File: config.mk
export PLATFORM = sky130hd
export DESIGN_NAME = decode_stage
export DESIGN_NICKNAME = d
export VERILOG_FILES = /design/src/rtl/decode_stage.sv
export SDC_FILE = /design/constraint.sdc
export NUM_CORES = 1
export LEC_CHECK = 0
export CAP_MARGIN = 15
export CELL_PAD_IN_SITES_DETAIL_PLACEMENT = 1
export CELL_PAD_IN_SITES_GLOBAL_PLACEMENT = 1
export CORE_MARGIN = 2
export CORE_UTILIZATION = 30
export CTS_CLUSTER_DIAMETER = 80
export DETAILED_ROUTE_END_ITERATION = 7
export PLACE_DENSITY = 0.84
export SYNTH_ARGS = -nofsm -noshare
export SYNTH_HDL_FRONTEND = slang
export SYNTH_SLANG_ARGS = --single-unit
File: constraint.sdc
create_clock -name clk -period 1.7 [get_ports clk]
set_input_delay 0.17 -clock clk [delete_from_list [all_inputs] [get_ports clk]]
set_output_delay 0.17 -clock clk [all_outputs]
set_load 0.02 [all_outputs]
File: src/rtl/decode_stage.sv
// Registered instruction-decode stage with valid/ready handshake and sign-extended immediate.
// Define DECODE_SCOREBOARD_EN to add the RAW/WAW register scoreboard that stalls issue until writeback.
module decode_stage #(
  parameter int INSTR_W = 32,
  parameter int REG_W   = 6,
  parameter int FC_W    = 3,
  parameter int DATA_W  = 32,
  parameter logic [FC_W-1:0] FC_REGWR = 3'b100,
  parameter logic [FC_W-1:0] FC_MEMWR = 3'b110
) (
  input  logic               clk,
  input  logic               rst,
  input  logic               in_valid,
  input  logic [INSTR_W-1:0] in_instr,
  output logic               in_ready,
  output logic               out_valid,
  input  logic               out_ready,
  output logic               out_ri,
  output logic [REG_W-1:0]   out_rs,
  output logic [REG_W-1:0]   out_rd,
  output logic [REG_W-1:0]   out_rt,
  output logic               out_mode,
  output logic [FC_W-1:0]    out_fcode,
  output logic [DATA_W-1:0]  out_imm,
  output logic               out_regwrite,
  output logic               out_memwrite,
  input  logic               wb_valid,
  input  logic [REG_W-1:0]   wb_rd,
  output logic               hazard_stall
);

  localparam int IMM_W = INSTR_W - 2 - 2*REG_W - FC_W;

  logic              d_ri;
  logic [REG_W-1:0]  d_rs;
  logic [REG_W-1:0]  d_rd;
  logic [REG_W-1:0]  d_rt;
  logic              d_mode;
  logic [FC_W-1:0]   d_fcode;
  logic [IMM_W-1:0]  d_low;
  logic [DATA_W-1:0] d_imm;
  logic              d_regwrite;
  logic              d_memwrite;
  logic              hazard;
  logic              fire;

  assign d_ri    = in_instr[INSTR_W-1];
  assign d_rs    = in_instr[INSTR_W-2 -: REG_W];
  assign d_rd    = in_instr[INSTR_W-2-REG_W -: REG_W];
  assign d_mode  = in_instr[IMM_W+FC_W];
  assign d_fcode = in_instr[IMM_W +: FC_W];
  assign d_low   = in_instr[IMM_W-1:0];

  // R-type carries rt in the top of the low field; I-type carries the immediate there.
  assign d_rt  = d_ri ? '0 : d_low[IMM_W-1 -: REG_W];
  assign d_imm = d_ri ? {{(DATA_W-IMM_W){d_low[IMM_W-1]}}, d_low} : '0;

  assign d_regwrite = (d_fcode == FC_REGWR) && !d_mode;
  assign d_memwrite = (d_fcode == FC_MEMWR) && !d_mode && !d_ri;

`ifdef DECODE_SCOREBOARD_EN
  logic [(2**REG_W)-1:0] pending;

  assign hazard = pending[d_rs]
                | (!d_ri && pending[d_rt])
                | (d_regwrite && pending[d_rd]);

  // Set is written last so it wins over a same-index writeback clear.
  always_ff @(posedge clk or posedge rst) begin
    if (rst) begin
      pending <= '0;
    end else begin
      if (wb_valid)
        pending[wb_rd] <= 1'b0;
      if (fire && d_regwrite)
        pending[d_rd] <= 1'b1;
    end
  end
`else
  logic unused_wb;
  assign unused_wb = ^{wb_valid, wb_rd};
  assign hazard    = 1'b0;
`endif

  assign in_ready     = (!out_valid || out_ready) && !hazard;
  assign hazard_stall = in_valid && hazard;
  assign fire         = in_valid && in_ready;

  always_ff @(posedge clk or posedge rst) begin
    if (rst) begin
      out_valid    <= 1'b0;
      out_ri       <= 1'b0;
      out_rs       <= '0;
      out_rd       <= '0;
      out_rt       <= '0;
      out_mode     <= 1'b0;
      out_fcode    <= '0;
      out_imm      <= '0;
      out_regwrite <= 1'b0;
      out_memwrite <= 1'b0;
    end else if (fire) begin
      out_valid    <= 1'b1;
      out_ri       <= d_ri;
      out_rs       <= d_rs;
      out_rd       <= d_rd;
      out_rt       <= d_rt;
      out_mode     <= d_mode;
      out_fcode    <= d_fcode;
      out_imm      <= d_imm;
      out_regwrite <= d_regwrite;
      out_memwrite <= d_memwrite;
    end else if (out_ready) begin
      out_valid    <= 1'b0;
    end
  end

endmodule

# Word level (Yosys, flattened, before mapping)
# Index checks and enable logic that the tools add are counted.
# Widths: inputs -> output; s select.
classes:
  n_eq_ne: 2
  n_mux: 4
  n_reduce_logical: 9
ops:
  columns: ["op", "count"]
  rows:
  - ["$mux 32", 1]
  - ["$eq 3x3->1 const B", 2]
  - ["$mux 6", 1]
  - ["$logic_and 1x1->1", 4]
  - ["$logic_not 1->1", 3]
  - ["$mux 1", 2]
  - ["$reduce_bool 2->1", 1]
  - ["$logic_or 1x1->1", 1]
totals:
  register_bits: 58
  output_inout_bits: 60
  word_cells: 25

# Longest topological paths before layout
# Gate-level depths: netlist of the first run.
depth:
  depth_word: 4
  mapped_depth: 5
  ltp_nobuf: 3

# Worst setup path before layout of the first run
# OpenSTA, ideal clock, no wires.
synth_timing:
  path_kind: "register to register"
  start: "reg out_valid"
  end: "reg out_fcode[2]"
  arrival_ns: 1.205
  t_required_ns: 1.575
  setup_slack_ns: 0.370
  stages_incl_launch_ff: 6
  n_path_buf: 2
  cell_sequence: "dfrtp_1 > nand2b_1 > buf_4 > nand2_4 > buf_6 > mux2_4"
synth_via:
  elab_chain_cells: 3
synth_lines:
  columns: ["item", "line_no", "text"]
  rows:
  - ["from (decl)", "16", "output logic out_valid,"]
  - ["from (signal assigned)", "91", "out_valid <= 1'b0;"]
  - ["from (signal assigned)", "102", "out_valid <= 1'b1;"]
  - ["from (signal assigned)", "113", "out_valid <= 1'b0;"]
  - ["$logic_not 1->1", "85", "assign in_ready = (!out_valid || out_ready) && !hazard;"]
  - ["$logic_or 1x1->1", "85", null]
  - ["$logic_and 1x1->1", "87", "assign fire = in_valid && in_ready;"]
  - ["to (signal assigned)", "108", "out_fcode <= d_fcode;"]
  - ["to (decl)", "23", "output logic [FC_W-1:0] out_fcode,"]
# Every way passes these cells.
# A chain may end at the register's enable or synchronous reset.

==> results of run 1 <==
==> logic make-up (layout without fill, tap and decap cells) <==
group / Yosys count / count (layout) / synth area share
mux: 25 / 25 / 0.193
compound gates: 15 / 15 / 0.0774
buf+inv: 29 / 114 / 0.108
simple gates: 27 / 27 / 0.0903
flops: 41 / 41 / 0.529
other cells: 1 / 1 / 0.00193
==> worst min path at each step <==
stage / cells past startpoint / start / slack, ns / endpoint
final: 3 / rst / 0.22 / out_rd[1]
after global placement: 1 / out_imm[6] / 0.46 / out_imm[6]
after detailed placement: 1 / out_imm[3] / 0.47 / out_imm[3]
after floorplan: 1 / in_instr[17] / 0.32 / out_fcode[2]
after global routing: 3 / rst / 0.25 / out_rt[5]
after CTS: 3 / rst / 0.23 / out_rt[5]
==> stage by stage <==
stage,utilization,hold slack (ns)
6_report,0.483,0.224
5_1_grt,0.483,0.249
4_1_cts,0.481,0.232
3_5_place_dp,0.460,0.468
3_3_place_gp,0.460,0.464
2_1_floorplan,-,0.319
==> worst reg2reg max path: cells and delay by family, from the launching register on <==
family                 cells  cell delay [ns]
AND/OR/NAND/NOR            2             0.31
flip-flops                 1             0.39
buffers and inverters      1             0.18
multiplexers               1             0.29
==> Yosys cell counts <==
master	number	share of area
mux2_4	25	0.19
buf_4	20	0.077
conb_1	1	0.0019
nor3_1	1	0.0026
buf_6	3	0.017
buf_2	3	0.0077
dfrtp_1	41	0.53
a21bo_1	15	0.077
nand2_4	1	0.0058
inv_1	1	0.0019
nand2b_1	3	0.0097
nor4b_1	1	0.0045
nand4_1	15	0.048
nor2b_1	6	0.019
clkbuf_1	2	0.0039
==> cell type report <==
class | count | area (µm²) | share of cell area
repair buffers | 105 | 1080 | 0.356
flip-flops and latches | 41 | 1030 | 0.337
multi-input cells | 68 | 704 | 0.231
well taps | 77 | 96.3 | 0.0316
clock buffers | 5 | 68.8 | 0.0226
clock inverters | 3 | 65.1 | 0.0213
inverters | 1 | 3.75 | 0.00123
==> state kept, by name, indices dropped and copies added, names as in the netlist <==
name / cells
out_memwrite: 1
out_rt: 6
out_mode: 1
out_regwrite: 1
out_rd: 6
out_valid: 1
out_rs: 6
out_fcode: 3
out_imm: 15
out_ri: 1
==> metal layers <==
layer  global-route usage  part of all wire
met3               0.0285             0.048
met4               0.0519             0.013
met1                0.177              0.40
met5                    0                 0
met2                0.240              0.53
==> power groups by stage <==
stage               Clock [mW]  Sequential [mW]  Combinational [mW]
floorplan                    0             1.33               0.373
detailed placement           0             1.19               0.952
global route              1.01             1.18                1.01
finish                   0.927             1.16               0.958
CTS                      0.961             1.18               0.952
global placement             0             1.19               0.935
==> cell usage in the layout, fill, tap and decap left out, drive strengths merged <==
| cell type | n |
|---|---|
| clkdlybuf4s50 | 93 |
| dfrtp | 41 |
| mux2 | 25 |
| nand4 | 15 |
| a21bo | 15 |
| buf | 10 |
| nor2b | 6 |
| clkbuf | 6 |
| nand2b | 3 |
| bufinv | 2 |
| nand2 | 1 |
| inv | 1 |
| nor4b | 1 |
| nor3 | 1 |
| conb | 1 |
| clkinv | 1 |
| dlygate4sd2 | 1 |
==> what timing repair did <==
action                                 4_1_cts  5_1_grt
gates resized for setup                      2        0
endpoints found under the hold margin        0        0
setup buffers                                0        2
setup endpoints to repair                   19       18
pin swaps                                    0        0
==> run summary, run 1 <==
outcome: finished, final reports clean
Post-Syn Nets: 181
Clock Skew: 0.00385 ns
drt drc: 0
# port buffers: 94
Die H: 84.4 µm
CTS tree: done
worst path bufs/invs: 2
internal power: 2.21 mW
Max stage delay on crit path: 0.61 ns
Flop pwr share: 0.382
Sw Ratio: 0.275
critical path's slowest cell: clkdlybuf4s50_1
Clock Path Buffers: 2
final non-filler cell total: 300
cells after synthesis: 138
dpl cell area: 2900 µm²
post-DP HPWL: 3580 µm
endpoints failing setup: 0
GRT Total Usage: 0.141
1st-iter DRT viols: 51
fin crit share: 0.947
worst setup path category: reg -> out
largest net degree at the start of global routing: 42
crit path cell chain: clkbuf_4 -> clkdlybuf4s50_1
antenna violations before repair: 0
CTS Sinks: 41
FF-to-FF path depth: 4
DRT Pass-1 Iters: 4
via count: 1371
CP Data Required Time: 1.53 ns
Die W: 84.4 µm
fin crit period: 1.61 ns
max-slew violations: 0
Routed Antenna Nets: 0
r2r endpoint: out_rt[1]
I/O Pins: 103
maximum vdd drop: 0.400 mV
Critical Path Stages: 2
Via-to-Cell Ratio: 4.57
Critical R2R Launch: out_valid
Hold-fix buffers, CTS: 0
DR WL/cell: 16.2 µm
gr ovfl total: 0
pre-CTS setup slack: 0.00691 ns
Final Hold Vio Count: 0
Worst-path clk slew: 0.08 ns
PwrDens: 1000 nW/µm²
Num CTS Buffers: 5
number of global-route vias before repair: 1496
Pleak: 1.45 nW
Logic pwr share: 0.314
GP Congestion: 0.757
Core Box Area: 6310 µm²
cell area after layout: 3050 µm²
yosys warns: 0
delay-heaviest family, CP: buffers and inverters
Sw Pwr: 0.838 mW
R2R setup slack: 0.41 ns
FP Rows: 29
clock power share: 0.304
Pwr Total: 3.05 mW
#FFs+latches synth: 41
Antenna Cells: 0
Layout area overhead: 57.2%
latest clock arrival within the worst-skew pair: 0.29 ns
Final TNS setup: 0 ns
H-Tree Level Count: 2
Netlist cell types: 15
Post-Syn Area: 1940 µm²
clock root buffer master: clkbuf_8
initial core utilization: 0.307
setup ws final: 0.0897 ns
final net count: 265
CP Capture Type: primary output
crit path from: out_imm[30]
crit start category: flop
die area: 7130 µm²
share of cells above drive strength 1: 0.211
CP endpoint: out_imm[23]
syn_area_per_cell: 14.1 µm²
Seq/Total Area, Yosys: 0.529
WL final: 4870 µm
RSZ-0062 raised after global routing: false
Fill cells: 669
Crit Path Max Fanout: 9
first-pass GRT wire length: 7920 µm
f_max: 621 MHz
HP Class: in -> async
Max-cap violations: 0
Worst Path Arrival: 1.44 ns
Cells after DPL: 290
Power figures use the tool's default switching activity.
==> run 2, diff against run 1 <==
--- a/config.mk
+++ b/config.mk
@@ -5,11 +5,12 @@
 export SDC_FILE = /design/constraint.sdc
 export NUM_CORES = 1
 export LEC_CHECK = 0
+export ABC_AREA = 1
 export CAP_MARGIN = 15
 export CELL_PAD_IN_SITES_DETAIL_PLACEMENT = 1
 export CELL_PAD_IN_SITES_GLOBAL_PLACEMENT = 1
 export CORE_MARGIN = 2
-export CORE_UTILIZATION = 30
+export CORE_UTILIZATION = 27
 export CTS_CLUSTER_DIAMETER = 80
 export DETAILED_ROUTE_END_ITERATION = 7
 export PLACE_DENSITY = 0.84
==> run 2 against run 1 <==
Compared with the run above: utilization down 6.3 points; largest power group unchanged; sequential share of layout area up 2.9 points; setup slack worse by 0.0043 ns.
==> run summary, run 2 <==
post-DP HPWL: 3480 µm
first-pass GRT wire length: 7480 µm
WL final: 4710 µm
Cells after DPL: 349
Seq/Total Area, Yosys: 0.557
dpl cell area: 2710 µm²
outcome: finished, final reports clean
via count: 1565
Largest register FFs: 15
Routed Antenna Nets: 0
Max stage delay on crit path: 0.62 ns
Die H: 86.6 µm
Post-synth ARST share: 1.00
most common cell after layout, fill and taps aside: clkdlybuf4s50_1
HP Class: in -> async
drt drc: 0
Max-cap violations: 0
fin crit period: 1.61 ns
1st-iter DRT viols: 52
most frequent cells in the layout: clkdlybuf4s50_1 (94), nand2_1 (93), dfrtp_1 (40)
cell area after layout: 2810 µm²
Clock Path Buffers: 2
post-synthesis adder-cell area fraction: 0
antenna violations before repair: 0
Synth area leader: dfrtp_1
Critical R2R Launch: out_valid
RSZ-0062 raised after global routing: false
fin crit share: 0.950
crit start category: flop
GP Congestion: 0.694
Worst-path clk slew: 0.08 ns
complex-gate fraction of the synthesized area: 0.0925
EDFF count, synth: 0
gr ovfl total: 0
Die W: 86.6 µm
Top reg by flops: out_imm
latest clock arrival within the worst-skew pair: 0.29 ns
FP Rows: 30
# port buffers: 94
Synth Area in Simple Gates: 0.209
final net count: 321
Synth top area share: 0.557
critical path's slowest cell: clkdlybuf4s50_1
worst setup path category: reg -> out
number of global-route vias before repair: 1585
R2R setup slack: 0.55 ns
worst path bufs/invs: 2
Final TNS setup: 0 ns
DR WL/cell: 13.1 µm
final non-filler cell total: 359
Post-Syn Nets: 241
Pwr Total: 2.65 mW
GRT Total Usage: 0.128
Netlist cell types: 16
H-Tree Level Count: 2
Antenna Cells: 0
post-synthesis mux area share: 0
ys flop type: dfrtp_1
CTS tree: done
Layout area overhead: 52.7%
largest net degree at the start of global routing: 48
maximum vdd drop: 0.412 mV
share of cells above drive strength 1: 0.111
Worst Path Arrival: 1.44 ns
Clock Skew: 0.00243 ns
XOR/XNOR Fraction of Synth Area: 0
initial core utilization: 0.275
cells after synthesis: 198
I/O Pins: 103
CP Capture Type: primary output
endpoints failing setup: 0
CP Data Required Time: 1.53 ns
clock root buffer master: clkbuf_8
die area: 7490 µm²
FF-to-FF path depth: 4
delay-heaviest family, CP: buffers and inverters
yosys warns: 0
max-slew violations: 0
Via-to-Cell Ratio: 4.36
r2r endpoint: out_ri
CTS Sinks: 41
PwrDens: 943 nW/µm²
Critical Path Stages: 2
Synth area leaders: dfrtp_1 (56%), nand2_1 (19%), buf_4 (7.3%)
Core Box Area: 6680 µm²
Num CTS Buffers: 5
DRT Pass-1 Iters: 4
f_max: 619 MHz
Pleak: 1.28 nW
Crit Path Max Fanout: 9
Fill cells: 784
top-count cell post-synth: nand2_1
Hold-fix buffers, CTS: 0
Final Hold Vio Count: 0
#FFs+latches synth: 41
Post-Syn Area: 1840 µm²
crit path cell chain: clkbuf_4 -> clkdlybuf4s50_1
largest family of logic cells by synthesized area: simple AND/OR/NAND/NOR gates
syn_area_per_cell: 9.30 µm²
synth cell count leaders: nand2_1 (93), dfrtp_1 (41), buf_4 (18)
## run 2: how the worst max path moves through the flow
stage	startpoint	endpoint	slack (ns)
after floorplan	out_valid	out_imm[13]	0.52
after global routing	out_imm[30]	out_imm[15]	0.03
final	out_imm[30]	out_imm[15]	0.09
after detailed placement	out_ready	in_ready	0.14
after global placement	out_ready	in_ready	0.17
after CTS	out_imm[30]	out_imm[25]	0.004
## run 2: cell families after synthesis
family,count (synthesis)
AOI/OAI and AO/OA,25
other,1
DFF,41
and+or+nand+nor,98
buffers and inverters,33
## run 2: through the flow
step | hold slack, ns | util | setup WS (ns)
detailed placement | 0.466 | 0.406 | 0.141
CTS | 0.188 | 0.418 | 0.00384
global placement | 0.461 | 0.406 | 0.170
finish | 0.176 | 0.421 | 0.0853
floorplan | 0.280 | - | 0.525
global route | 0.204 | 0.421 | 0.0312
## run 2: power breakdown
| part | internal [mW] | switching [mW] | leakage (nW) |
|---|---|---|---|
| combinational | 0.429 | 0.454 | 0.714 |
| clock | 0.285 | 0.328 | 0.0450 |
| sequential | 1.09 | 0.0650 | 0.520 |
## run 2: what timing repair did
action | in CTS | in global routing
buffers inserted | 0 | 2
pin swaps | 0 | 0
resized for setup | 1 | 0
endpoints found under the setup margin | 18 | 18
## run 2: final cells by class
cell class | count | area [µm²] | share of cell area
inverters | 5 | 23.8 | 0.00846
repair buffers | 101 | 1020 | 0.362
clock buffers | 6 | 72.6 | 0.0258
multi-input cells | 124 | 558 | 0.199
well taps | 80 | 100 | 0.0356
flip-flops and latches | 41 | 1030 | 0.366
clock inverters | 2 | 10.0 | 0.00356
## run 2: metal layers
layer / part of all wire / vias to the layer above / GRT usage
li1: - / 752 / -
met1: 0.42 / 736 / 0.148
met2: 0.48 / 71 / 0.222
met3: 0.085 / 6 / 0.0505
met4: 0.0081 / 0 / 0.0298
met5: 0 / - / 0
